### config.mk
export PLATFORM = sky130hd
export DESIGN_NAME = s832_bist
export DESIGN_NICKNAME = d
export VERILOG_FILES = /design/src/rtl/s832_bist_pkg.sv /design/src/rtl/s832_misr.sv /design/src/rtl/s832_bist.sv
export SDC_FILE = /design/constraint.sdc
export NUM_CORES = 1
export LEC_CHECK = 0
export ABC_AREA = 1
export BUFFER_PORTS_ARGS = -buffer_cell sky130_fd_sc_hd__buf_2
export CAP_MARGIN = 10
export CORE_MARGIN = 4
export CORE_UTILIZATION = 53
export DETAILED_ROUTE_END_ITERATION = 8
export PLACE_DENSITY_LB_ADDON = 0.25
export SETUP_SLACK_MARGIN = 0.4
export SYNTH_ARGS = -nofsm -noshare
export SYNTH_HDL_FRONTEND = slang
export SYNTH_SLANG_ARGS = --single-unit
### constraint.sdc
create_clock -name CK -period 2.1 [get_ports CK]
set_clock_uncertainty 0.1 [all_clocks]
set_input_delay 0.105 -clock CK [delete_from_list [all_inputs] [get_ports CK]]
set_output_delay 0.105 -clock CK [all_outputs]
set_load 0.1 [all_outputs]
### src/rtl/s832_bist_pkg.sv
// Shared types and constants for the s832 self-test controller.
// Holds the controller states, generator/compactor widths and fixed patterns.
package s832_bist_pkg;

    localparam int LFSR_W   = 18;
    localparam int MISR_W   = 19;
    localparam int LFSR_TAP = 10;

    localparam logic [MISR_W-1:0] MISR_POLY  = 19'h00027;
    localparam logic [LFSR_W-1:0] CLEAR_STIM = 18'h20000;

    typedef enum logic [1:0] {
        ST_IDLE,
        ST_CLEAR,
        ST_RUN,
        ST_DONE
    } state_t;

    // Fibonacci step for x^18 + x^11 + 1.
    function automatic logic [LFSR_W-1:0] lfsr_next(input logic [LFSR_W-1:0] v);
        return {v[LFSR_W-2:0], v[LFSR_W-1] ^ v[LFSR_TAP]};
    endfunction

endpackage

### src/rtl/s832_misr.sv
// 19-bit Galois MISR (x^19 + x^5 + x^2 + x + 1) with synchronous clear and enable.
// Generic enough to compact the outputs of any wrapped benchmark circuit.
module s832_misr
    import s832_bist_pkg::*;
(
    input  logic              clk,
    input  logic              rst_n,
    input  logic              clear,
    input  logic              en,
    input  logic [MISR_W-1:0] din,
    output logic [MISR_W-1:0] sig
);

    logic [MISR_W-1:0] feedback;

    assign feedback = sig[MISR_W-1] ? MISR_POLY : '0;

    // NOTE: state registers use non-blocking assignments so every flop samples
    // the pre-edge values of its neighbours, independent of statement order.
    always_ff @(posedge clk or negedge rst_n) begin
        if (!rst_n) begin
            sig <= '0;
        end else if (clear) begin
            sig <= '0;
        end else if (en) begin
            sig <= {sig[MISR_W-2:0], 1'b0} ^ feedback ^ din;
        end
    end

endmodule

### src/rtl/s832_bist.sv
// BIST controller for s832: clears the CUT through G18, drives N_PAT LFSR
// patterns and compacts the responses into a MISR signature checked on DONE.
module s832_bist
    import s832_bist_pkg::*;
#(
    parameter int                N_PAT       = 1024,
    parameter logic [LFSR_W-1:0] LFSR_SEED   = 18'h00001,
    parameter logic [MISR_W-1:0] MISR_GOLDEN = 19'h00000
) (
    input  logic              CK,
    input  logic              RN,
    input  logic              START,
    output logic              BUSY,
    output logic              DONE,
    output logic              PASS,
    output logic [MISR_W-1:0] SIG,
    output logic [LFSR_W-1:0] STIM,
    input  logic [MISR_W-1:0] RESP
);

    localparam int                CNT_W    = $clog2(N_PAT + 1);
    localparam logic [LFSR_W-1:0] SEED     = (LFSR_SEED == '0) ? 18'h00001 : LFSR_SEED;
    localparam logic [CNT_W-1:0]  LAST_IDX = CNT_W'(N_PAT - 1);

    state_t            state;
    state_t            next_state;
    logic [LFSR_W-1:0] lfsr;
    logic [CNT_W-1:0]  count;
    logic              in_clear;
    logic              in_run;

    assign in_clear = (state == ST_CLEAR);
    assign in_run   = (state == ST_RUN);

    always_ff @(posedge CK or negedge RN) begin
        if (!RN) begin
            state <= ST_IDLE;
        end else begin
            state <= next_state;
        end
    end

    // NOTE: every output of this block gets a default before the case so no
    // path leaves a value unassigned, which would otherwise infer a latch.
    always_comb begin
        next_state = state;
        STIM       = '0;
        unique case (state)
            ST_IDLE: begin
                if (START) next_state = ST_CLEAR;
            end
            ST_CLEAR: begin
                STIM       = CLEAR_STIM;
                next_state = ST_RUN;
            end
            ST_RUN: begin
                // G18 stays low so the CUT is never reset mid-run.
                STIM = {1'b0, lfsr[LFSR_W-2:0]};
                if (count == LAST_IDX) next_state = ST_DONE;
            end
            ST_DONE: begin
                if (START) next_state = ST_CLEAR;
            end
            default: next_state = ST_IDLE;
        endcase
    end

    always_ff @(posedge CK or negedge RN) begin
        if (!RN) begin
            lfsr  <= SEED;
            count <= '0;
        end else if (in_clear) begin
            lfsr  <= SEED;
            count <= '0;
        end else if (in_run) begin
            lfsr  <= lfsr_next(lfsr);
            count <= count + 1'b1;
        end
    end

    // RESP belongs to the pattern presented this cycle, so it is absorbed on
    // the same edge that advances the generator.
    s832_misr u_misr (
        .clk   (CK),
        .rst_n (RN),
        .clear (in_clear),
        .en    (in_run),
        .din   (RESP),
        .sig   (SIG)
    );

    assign BUSY = in_clear || in_run;
    assign DONE = (state == ST_DONE);
    assign PASS = DONE && (SIG == MISR_GOLDEN);

endmodule

* Word level (Yosys, flattened, before mapping) *
Cells that the tools add are included.

word-level totals
  RAM bits = 0
  bits in registers = 50
  latch bits = 0
  memories = 0
  input port bits = 22
  logic and storage cells = 32
  output and inout port bits = 40
  bits in read-only memories = 0

operators by class
  $lt $le $gt $ge = 0
  shift-type cells = 0
  bitwise operators = 3
  multiplexer cells = 11
  equal/unequal tests = 6
  reduce and logical (&&, ||, !) cells = 7
  add/subtract/negate cells = 1
  divide/modulo/power cells = 0
  multipliers = 0

operators by type and width
  cell                   count
  $mux 19                2
  $xor 19x19->19         2
  $mux 18                2
  $pmux 18 s2            1
  $mux 11                2
  $logic_not 19->1       1
  $add 11x1->11 const B  1
  $eq 11x10->1 const B   1
  $mux 6                 1
  $pmux 2 s3             1
  $eq 2x2->1 const B     2
  $mux 2                 2
  $ne 2x1->1 const B     2
  $eq 2x1->1 const B     1
  $logic_not 2->1        1
  $reduce_and 2->1       1
  $reduce_bool 2->1      1
  $reduce_or 2->1        1
  $logic_and 1x1->1      1
  $logic_or 1x1->1       1
  $xor 1x1->1            1

* Longest topological paths before layout *
Gate-level depths: netlist of the first run.

  word-level depth = 5
  mapped depth = 11
  mapped depth without buffers = 10

* Modules after synthesis *
A second synthesis of the first run with hierarchy kept.

second synthesis, totals
  cell total of the unflattened synthesis = 300
  area total of the unflattened synthesis = 2558.7 um^2

modules (own cells, without submodules)
  module     sequential area each (um^2)  instances  area each (um^2)  cells an instance
  s832_bist  777.0                        1          1596.5            197
  s832_misr  475.5                        1          962.2             103

* Worst setup path after synthesis of the first run *
No wires, ideal clock.

  kind = register to output
  from = register state[0]
  to = output PASS
  cell stages (with the launch flop) = 6
  path buffers = 0
  setup slack = -0.924 ns
  arrival = 2.819 ns
  required time = 1.895 ns
  cells stage by stage = dfrtp_1 > ha_1 > nand2_1 > nor3_1 > nand3_1 > nor2_1

on the way
  cells in the longest elaborated chain, start to end = 2

ends and longest elaborated chain
  item                    line             RTL
  from (decl)             s832_bist.sv:25  state_t state;
  from (signal assigned)  s832_bist.sv:39  state <= next_state;
  $eq 2x2->1              s832_bist.sv:93  assign DONE = (state == ST_DONE);
  via DONE                s832_bist.sv:14  output logic DONE,
  $logic_and 1x1->1       s832_bist.sv:94  assign PASS = DONE && (SIG == MISR_GOLDEN);
  to (decl)               s832_bist.sv:15  output logic PASS,

The timed path passes the listed nets, and every way through them passes these cells.

* Worst setup path after layout of the first run *
  from = register state[0]
  to = output STIM[12]

on the way
  cells in the longest elaborated chain, start to end = 2
  elaborated cells between the ends (all ways) = 3
  classes of those cells = eq/ne: 2; mux: 1

ends and longest elaborated chain
  item                                             line             RTL
  $eq 2x2->1 / $eq 2x1->1 (equally long branches)  s832_bist.sv:48  unique case (state)
  $pmux 18 s2 (*)                                  s832_bist.sv:48
  to (decl)                                        s832_bist.sv:17  output logic [LFSR_W-1:0] STIM,

Mark *: on every way between the ends. The rest lies on a longest branch, timed or not.

==> results of run 1 <==
[worst reg2reg max path: cells and delay by family (launching register included)]
family | cells | cell delay, ns
buffers and inverters | 4 | 0.40
adder cells (fa/ha/maj) | 1 | 0.23
flip-flops | 1 | 0.46
AND/OR/NAND/NOR | 6 | 0.53
[through the flow]
stage               area [um^2]  hold WS (ns)  setup WS, ns  total power (uW)
floorplan                  2613       -0.2906       0.06869              3010
global placement           3213     -0.007072        0.2625              3329
detailed placement         3213     -0.006333        0.1230              3350
CTS                        3613      0.002357        0.2879              3955
global route               3746       0.01660        0.2051              4143
finish                     3746      0.003815        0.2450              4008
[cells in the final DEF, fill, tap and decap left out, drive strengths merged]
cell type | netlist | final
buf | 8 | 79
nand2 | 52 | 55
dfrtp | 49 | 49
inv | 44 | 43
nor2 | 33 | 33
o22ai | 22 | 22
xnor2 | 15 | 15
o21ai | 14 | 14
dlygate4sd3 | 0 | 12
o31ai | 7 | 7
clkbuf | 3 | 7
a21oi | 5 | 5
nor3 | 5 | 5
ha | 5 | 5
nand3 | 4 | 4
nand4 | 3 | 3
nor4 | 2 | 2
xor2 | 2 | 2
clkinv | 0 | 2
or2 | 1 | 1
a31oi | 1 | 1
a22o | 1 | 1
o21a | 1 | 1
dfstp | 1 | 1
[how the worst min path moves through the flow]
stage | start | to | slack [ns]
after floorplan | RN | count[0] | -0.29
after global placement | RN | lfsr[8] | -0.007
after detailed placement | RN | lfsr[8] | -0.006
after CTS | RESP[18] | u_misr.sig[18] | 0.002
after global routing | RESP[0] | u_misr.sig[0] | 0.02
final | RESP[0] | u_misr.sig[0] | 0.004
[final cells by class]
type / count / area, um^2 / share of cell area (%)
repair buffers: 91 / 905.9 / 24.18
well taps: 52 / 65.06 / 1.737
multi-input cells: 176 / 1244 / 33.20
clock buffers: 7 / 86.33 / 2.305
flip-flops and latches: 50 / 1257 / 33.57
clock inverters: 1 / 5.005 / 0.1336
inverters: 44 / 182.7 / 4.876
[power by group through the flow]
stage / registers, uW / clock network, uW / logic (uW)
floorplan: 2660 / 0 / 355
finish: 1380 / 580 / 2050
detailed placement: 1380 / 0 / 1970
CTS: 1360 / 583 / 2010
global placement: 1380 / 0 / 1950
global route: 1410 / 615 / 2120
[layer usage]
layer / share of wire (%) / vias up / wire (um)
met4: 2.6 / 0 / 200
met3: 6.8 / 24 / 526
li1: - / 1074 / -
met5: 0 / - / 0
met2: 53 / 144 / 4065
met1: 38 / 1165 / 2917
[cells by family after synthesis]
logic type,count (synthesis)
AO/OA/AOI/OAI,51
flip-flops,50
XOR/XNOR,17
adder cells (fa/ha/maj),5
AND/OR/NAND/NOR,100
buffers and inverters,55
[registers in the layout, summed over array words and instances (netlist names)]
name / count
lfsr: 18
state: 2
u_misr.sig: 19
count: 11
[timing repair]
action | in CTS | in global routing
pin swaps | 10 | 14
resized for setup | 27 | 14
cloned | 2 | 1
endpoints found under the hold margin | 30 | 0
hold buffers | 12 | 0
setup buffers | 8 | 6
endpoints found under the setup margin | 61 | 37
==> results.txt, run 1 <==
The initial antenna violation count is 0. The most critical setup path has its startpoint at state[0]. The cell count after placement came out at 384. The critical-path cell with the highest stage delay is sky130_fd_sc_hd__dfrtp_2. The routability congestion estimate came out at 0.8654.

Traced cell by cell, the critical path runs through inv_2 -> ha_4 -> clkinv_8 -> nand2_8 -> nor2_4 -> buf_12. Of the total power, the share spent switching nets is 55.47%. IR analysis of the VDD net gives a maximum drop of 1126 uV. The run gives 2,333 as the number of global-route vias before repair. Fill cells in the final layout number 215. The count of state elements after synthesis is 50.

The fraction of the cycle the final worst path needs works out to 88.33%. Ranked by instance count, the synthesized netlist is headed by sky130_fd_sc_hd__dfrtp_1, sky130_fd_sc_hd__nand2_1, sky130_fd_sc_hd__inv_1, sky130_fd_sc_hd__nor2_1, sky130_fd_sc_hd__o22ai_1. The cell taking the most area after synthesis is sky130_fd_sc_hd__dfrtp_1. Dividing the detail-routed via count by the number of cells gives 5.717. The cell area that synthesis handed to floorplanning was 0.002442 mm^2. Setup repair after global routing could not meet its margin everywhere. The mean post-synth cell area works out to 8.785 um^2.

TritonCTS built the clock tree. The tools report the count of routing violations after the opening detailed-route iteration as 280. The floorplan step set the die width to 75.89 um. The logs give 1.89 ns for the data required time of the worst path and 62 for the top-level port count. Detailed placement finished with a half-perimeter wire length of 3959 um. The post-CTS clock slew at the launch and capture registers of the worst setup and hold paths was 0.09 ns; the total die area was 0.005759 mm^2. In this run the tightest slew margin relative to its limit is 67.00%.

The share of final-layout standard cells stronger than drive strength 1 is 36.31%, and the total power density per cell area is 1070 mW/mm^2. The share of total power dissipated in combinational logic is 51.1%. The run gives 84.86% as the end-of-flow core utilization.

For this block, the via count after detailed routing is 2,407. Number of synthesis warnings: 0. The run gives 421 as the final cell count without fillers.

The root buffer cell chosen for the clock tree is sky130_fd_sc_hd__clkbuf_8. By area the synthesized netlist is led by sky130_fd_sc_hd__dfrtp_1, sky130_fd_sc_hd__nand2_1, sky130_fd_sc_hd__inv_1, sky130_fd_sc_hd__o22ai_1, sky130_fd_sc_hd__xnor2_1. The worst hold path cell count came out at 3. The count of standard-cell rows was 24; the met3 layer usage reported by global route was 5.541%. The largest fanout on the critical path was 8; the maximum number of pins on one net before global-route repair was 31. The share of power burned in registers came out at 34.4%.

The total number of nets in the final design came out at 395. The beginning of the worst register-to-register path was state[0]. The clock power share was 14.5%. The critical path contains buffers and inverters numbering 3 combined. The end point of the critical path was STIM[12].

Summed over all layers, the global routing overflow is 0. Busiest layer in global routing: met2. The final-report setup violation count is 0, and the internal power contribution is 1785 uW. The total of buffers placed on input and output ports is 61, and the post-synthesis simple-gate area fraction is 17.93%. The flow ran to the end, and the final reports show no timing, DRC or antenna violations.

In this design, the stage delay of the slowest critical-path cell is 0.44 ns. The core region is 0.004414 mm^2. The number of nets with antenna violations after detailed routing came out at 0. The run gives 25.76% as the total routing usage reported by global routing. Of the total synthesized cell area, the portion taken by XOR and XNOR cells is 6.096%.

The logs give 0 for the final count of hold timing violations and 10,960 um for the wire length of the first global-routing pass. The startpoint kind of the worst setup timing path is a register. By startpoint and endpoint, the worst setup path is classified as register to output pin. The share of synthesized area in the top cell type comes to 50.20%. The run gives 2 as the maximum level of the CTS H-tree.

The most frequently used flop master after synthesis was sky130_fd_sc_hd__dfrtp_1. The first detailed-routing pass took 5 iterations. At the pin with the least slew margin, the transition time is 0.4950 ns. The synthesized netlist contains 32 unique library cells. The final critical delay including setup and external delays is 1.855 ns.

The tools report the fmax as 539.1 MHz. The data arrival time of the critical path came out at 1.65 ns. After synthesis, the largest family of logic cells by area is simple AND/OR/NAND/NOR gates. Final number of max-transition violations: 0. After detailed routing, the average wire length per cell comes to 18.31 um. Maximum clock insertion buffer count: 2.

The path class of the tightest hold or removal check is input port to register. The synthesized design contains 0 enable-type register cells. The net switching power was 2223 uW; the static power due to leakage was 0.001738 uW. The capturing element type of the critical path was an output pin.

The adder-cell share of the synthesized area came out at 2.561%. Max-cap violations in this run came to 0. The number of buffers created by CTS was 5; the fraction of met2 tracks used by global routing was 42.68%. The die height was 75.89 um.

In this design, the largest share of critical-path delay is due to flip-flops. Compared with the post-synthesis result, the final layout area differs by 53.38%. The effective utilization at floorplan is 55.33%. The source-to-sink clock delay at the later pin of the worst-skew pair is 0.30 ns, and the proportion of register bits with asynchronous set or reset after synthesis is 100.0%. For the total inserted antenna cells, the log shows 0. Measured in cells, the most critical reg-to-reg path has a length of 11. Summed over all failing endpoints, the final setup total negative slack is 0 ns. The mux cell area share after synthesis works out to 0%. The run gives 7710 um as the total wire length.

The endpoint identified for the worst register-to-register timing path is count[9]. The share of the synthesized area in compound gates (AO/OA/AOI/OAI) was 12.60%; the remaining design rule violation count was 0. Synthesis produced a netlist with a net count of 305.

The logs give 32.88% for the met1 track demand over resource and 51.28% for the sequential element share of the synthesized area. The count of cell instances traversed by the critical path is 6. Setup slack on the worst reg-to-reg path comes out at 0.31 ns.

The clock sink count was 50; the synthesized instance count was 278.
(Power assumes the default switching activity.)
==> run 2, diff against run 1 <==
CELL_PAD_IN_SITES_DETAIL_PLACEMENT = 0   (was default)
CELL_PAD_IN_SITES_GLOBAL_PLACEMENT = 2   (was default)
CORE_UTILIZATION = 31   (was 53)
==> run 2 against run 1 <==
Net effect: the flow now finishes with violations (negative hold slack); utilization decreased by 34 points; setup slack improved by 0.071 ns; combinational power about the same; first-iteration DRC count decreased by 84%; largest power group unchanged; cell count increased by 14%; sequential cell count unchanged; critical path depth decreased by 1.
==> results.txt, run 2 (same netlist as run 1, synthesis figures left out) <==
The flow ran to the end, but the final reports show violations. The final reports fail on negative hold slack. The run gives 2,171 as the total via count in the routed design. The floorplan step set the die height to 96.76 um. In the final layout, the registers with the most flip-flops are u_misr.sig (19), lfsr (18), count (11). TritonCTS created 5 clock buffers. The worst hold path belongs to the class input port to register.

For the final routed database, the setup TNS stands at 0 ns. The fmax was 560.6 MHz; the top-level port count was 62. The capturing element type of the critical path is an output pin. In this run, the clock network consumes 14.9% of the power. In the routed design, unresolved DRC markers number 0. Switching share of power: 55.23%.

TritonCTS built the clock tree. In the global route stage, overall resource usage came out at 14.45%. The logs give 0 for the initial antenna violation count and 0.009363 mm^2 for the total die area.

Wires add up to 6798 um. The floorplan has 32 rows. In the final layout, the share of cells above drive strength 1 is 38.30%. The worst hold path was traced through 3 stages. Dividing the detail-routed via count by the number of cells gives 4.542. The global-route congestion overflow total was 0.

Entering global routing, the biggest net connects 37 pins. Setup violations remaining at the end of the flow were counted as 0. The maximum clock insertion buffer count was 2; the net switching power was 2210 uW.

The run gives 0 as the number of nets with antenna violations after detailed routing. The class of the most critical setup path was register to output pin. For the finished layout, the period the worst path requires is 1.784 ns. Clock-pin slew was measured on the worst setup and hold paths at 0.10 ns. For the worst setup path, the data required time is 1.89 ns. At the end of routability-driven placement, the weighted congestion stood at 0.7986. The detailed-route wire length per cell works out to 14.22 um. The wire length of the first global-routing pass was 11,230 um. The tools report the worst-case setup slack after placement as 0.2768 ns. Registers are responsible for 34.2% of the overall power. The static power due to leakage is 0.001771 uW. Before antenna repair, the detailed router went through 4 iterations. Across the run, the number of max-cap violations was 0.

Leaving out fill and tap cells, the most frequent cell in the layout is sky130_fd_sc_hd__dfrtp_1. Internal power comes to 1792 uW. The total power density per cell area was 1020 mW/mm^2. After legalization and detailed placement, the total HPWL measured 4426 um. The tools report the worst hold slack across all endpoints as -0.008272 ns. Along the worst path, the maximum fanout reaches 8. The slew of the pin with the lowest slew margin works out to 0.8446 ns.

The placeable core region came out at 0.007687 mm^2. The count of routing violations after the opening detailed-route iteration came out at 45. The final count of hold timing violations was 1. Startpoint kind of the worst setup timing path: a register.

After layout, the worst setup slack is 0.3161 ns. The net count of the finished layout is 402. The remaining max-slew budget at the tightest pin was 43.69%.

The total inserted antenna cells was 0; the die boundary width was 96.76 um. Setup repair after global routing could not meet its margin everywhere. For the worst flop-to-flop path, the logic depth is 8.

The cell sitting at the root of the clock tree is a sky130_fd_sc_hd__clkbuf_8. For the number of global-route vias before repair, the log shows 2,260. In the layout the commonest cells are sky130_fd_sc_hd__dfrtp_1, sky130_fd_sc_hd__nand2_1, sky130_fd_sc_hd__buf_2. The clock reaches the later pin of the worst-skew pair after 0.31 ns. The clock tree synthesis step divided the H-tree into 2 levels. The fraction of the cycle the final worst path needs works out to 84.95%.

In this run, the combinational gates consume 50.9% of the power. Across the VDD grid, the largest voltage drop is 488.0 uV. The clock sink count was 50. More flip-flops sit in one register than any other, and that register is u_misr.sig. The total of buffers placed on input and output ports came out at 61.

Data arrives at the worst endpoint at 1.58 ns. The area growth from synthesis to layout came out at 60.71%. The final number of max-transition violations was 0; the number of flip-flops in the largest register was 19. The effective utilization at floorplan came out at 31.77%.
-- run 2: changes by cell type in the layout (fill, tap and decap cells not counted), sizes merged --
| cell | before | now |
|---|---|---|
| dlygate4sd3 | 12 | 15 |
| clkbuf | 7 | 9 |
| buf | 79 | 80 |
| clkinvlp | 0 | 1 |
-- run 2: path summary, 6_finish.rpt --
kind	from	end	slack (ns)
worst min register to register	count[7]	count[7]	0.42
worst max register to register	state[0]	u_misr.sig[1]	0.42
min in group asynchronous	RN	u_misr.sig[15]	0.33
worst max-delay path	state[1]	STIM[15]	0.32
worst min-delay path	RESP[18]	u_misr.sig[18]	-0.008
max in group asynchronous	RN	u_misr.sig[5]	0.89
-- run 2: per-layer routing --
| layer | share of wire (%) | track usage (%) | up-vias |
|---|---|---|---|
| met5 | 0 | 0 | - |
| met4 | 0.79 | 2.916 | 0 |
| met3 | 4.3 | 3.677 | 5 |
| met2 | 48 | 23.89 | 46 |
| met1 | 47 | 19.25 | 1028 |
| li1 | - | - | 1092 |
-- run 2: critical path: stages (launching register included) --
cell                       delay (ns)
sky130_fd_sc_hd__dfrtp_2         0.46
sky130_fd_sc_hd__ha_4            0.33
sky130_fd_sc_hd__clkinv_8        0.10
sky130_fd_sc_hd__nand2_8         0.17
sky130_fd_sc_hd__nor2_4          0.05
sky130_fd_sc_hd__buf_12          0.16
-- run 2: cell type report --
cell class              count  area [um^2]
clock buffers               6        82.58
clock inverters             2        12.51
fillers                   715         3762
inverters                  44        190.2
multi-input cells         176         1271
flip-flops and latches     50         1255
well taps                 102        127.6
repair buffers             98        985.9
-- run 2: repair_timing --
| action | CTS | global route |
|---|---|---|
| pin swaps | 8 | 11 |
| setup buffers | 9 | 3 |
| hold buffers | 15 | 0 |
| cloned | 2 | 4 |
| setup endpoints to repair | 28 | 53 |
| gates resized for setup | 25 | 31 |
| hold endpoints to repair | 47 | 0 |
-- run 2: power by group through the flow --
stage          combinational (uW)  clock, uW  sequential (uW)
3_5_place_dp                 1970          0             1400
3_3_place_gp                 1970          0             1410
4_1_cts                      2040        620             1360
5_1_grt                      2120        664             1400
2_1_floorplan                 355          0             2660
6_report                     2040        598             1370
-- run 2: per-stage QoR --
stage / utilization [%] / std cells / total power [uW] / hold WS, ns / instance area (um^2)
final: 51.06 / 478 / 4002 / -0.008272 / 3925
after global routing: 51.06 / 478 / 4186 / 0.001427 / 3925
after CTS: 48.40 / 471 / 4021 / 0.001340 / 3721
after detailed placement: 42.74 / 437 / 3376 / 0.1752 / 3286
after global placement: 42.74 / 437 / 3374 / 0.1649 / 3286
after floorplan: - / 278 / 3010 / -0.2906 / 2613
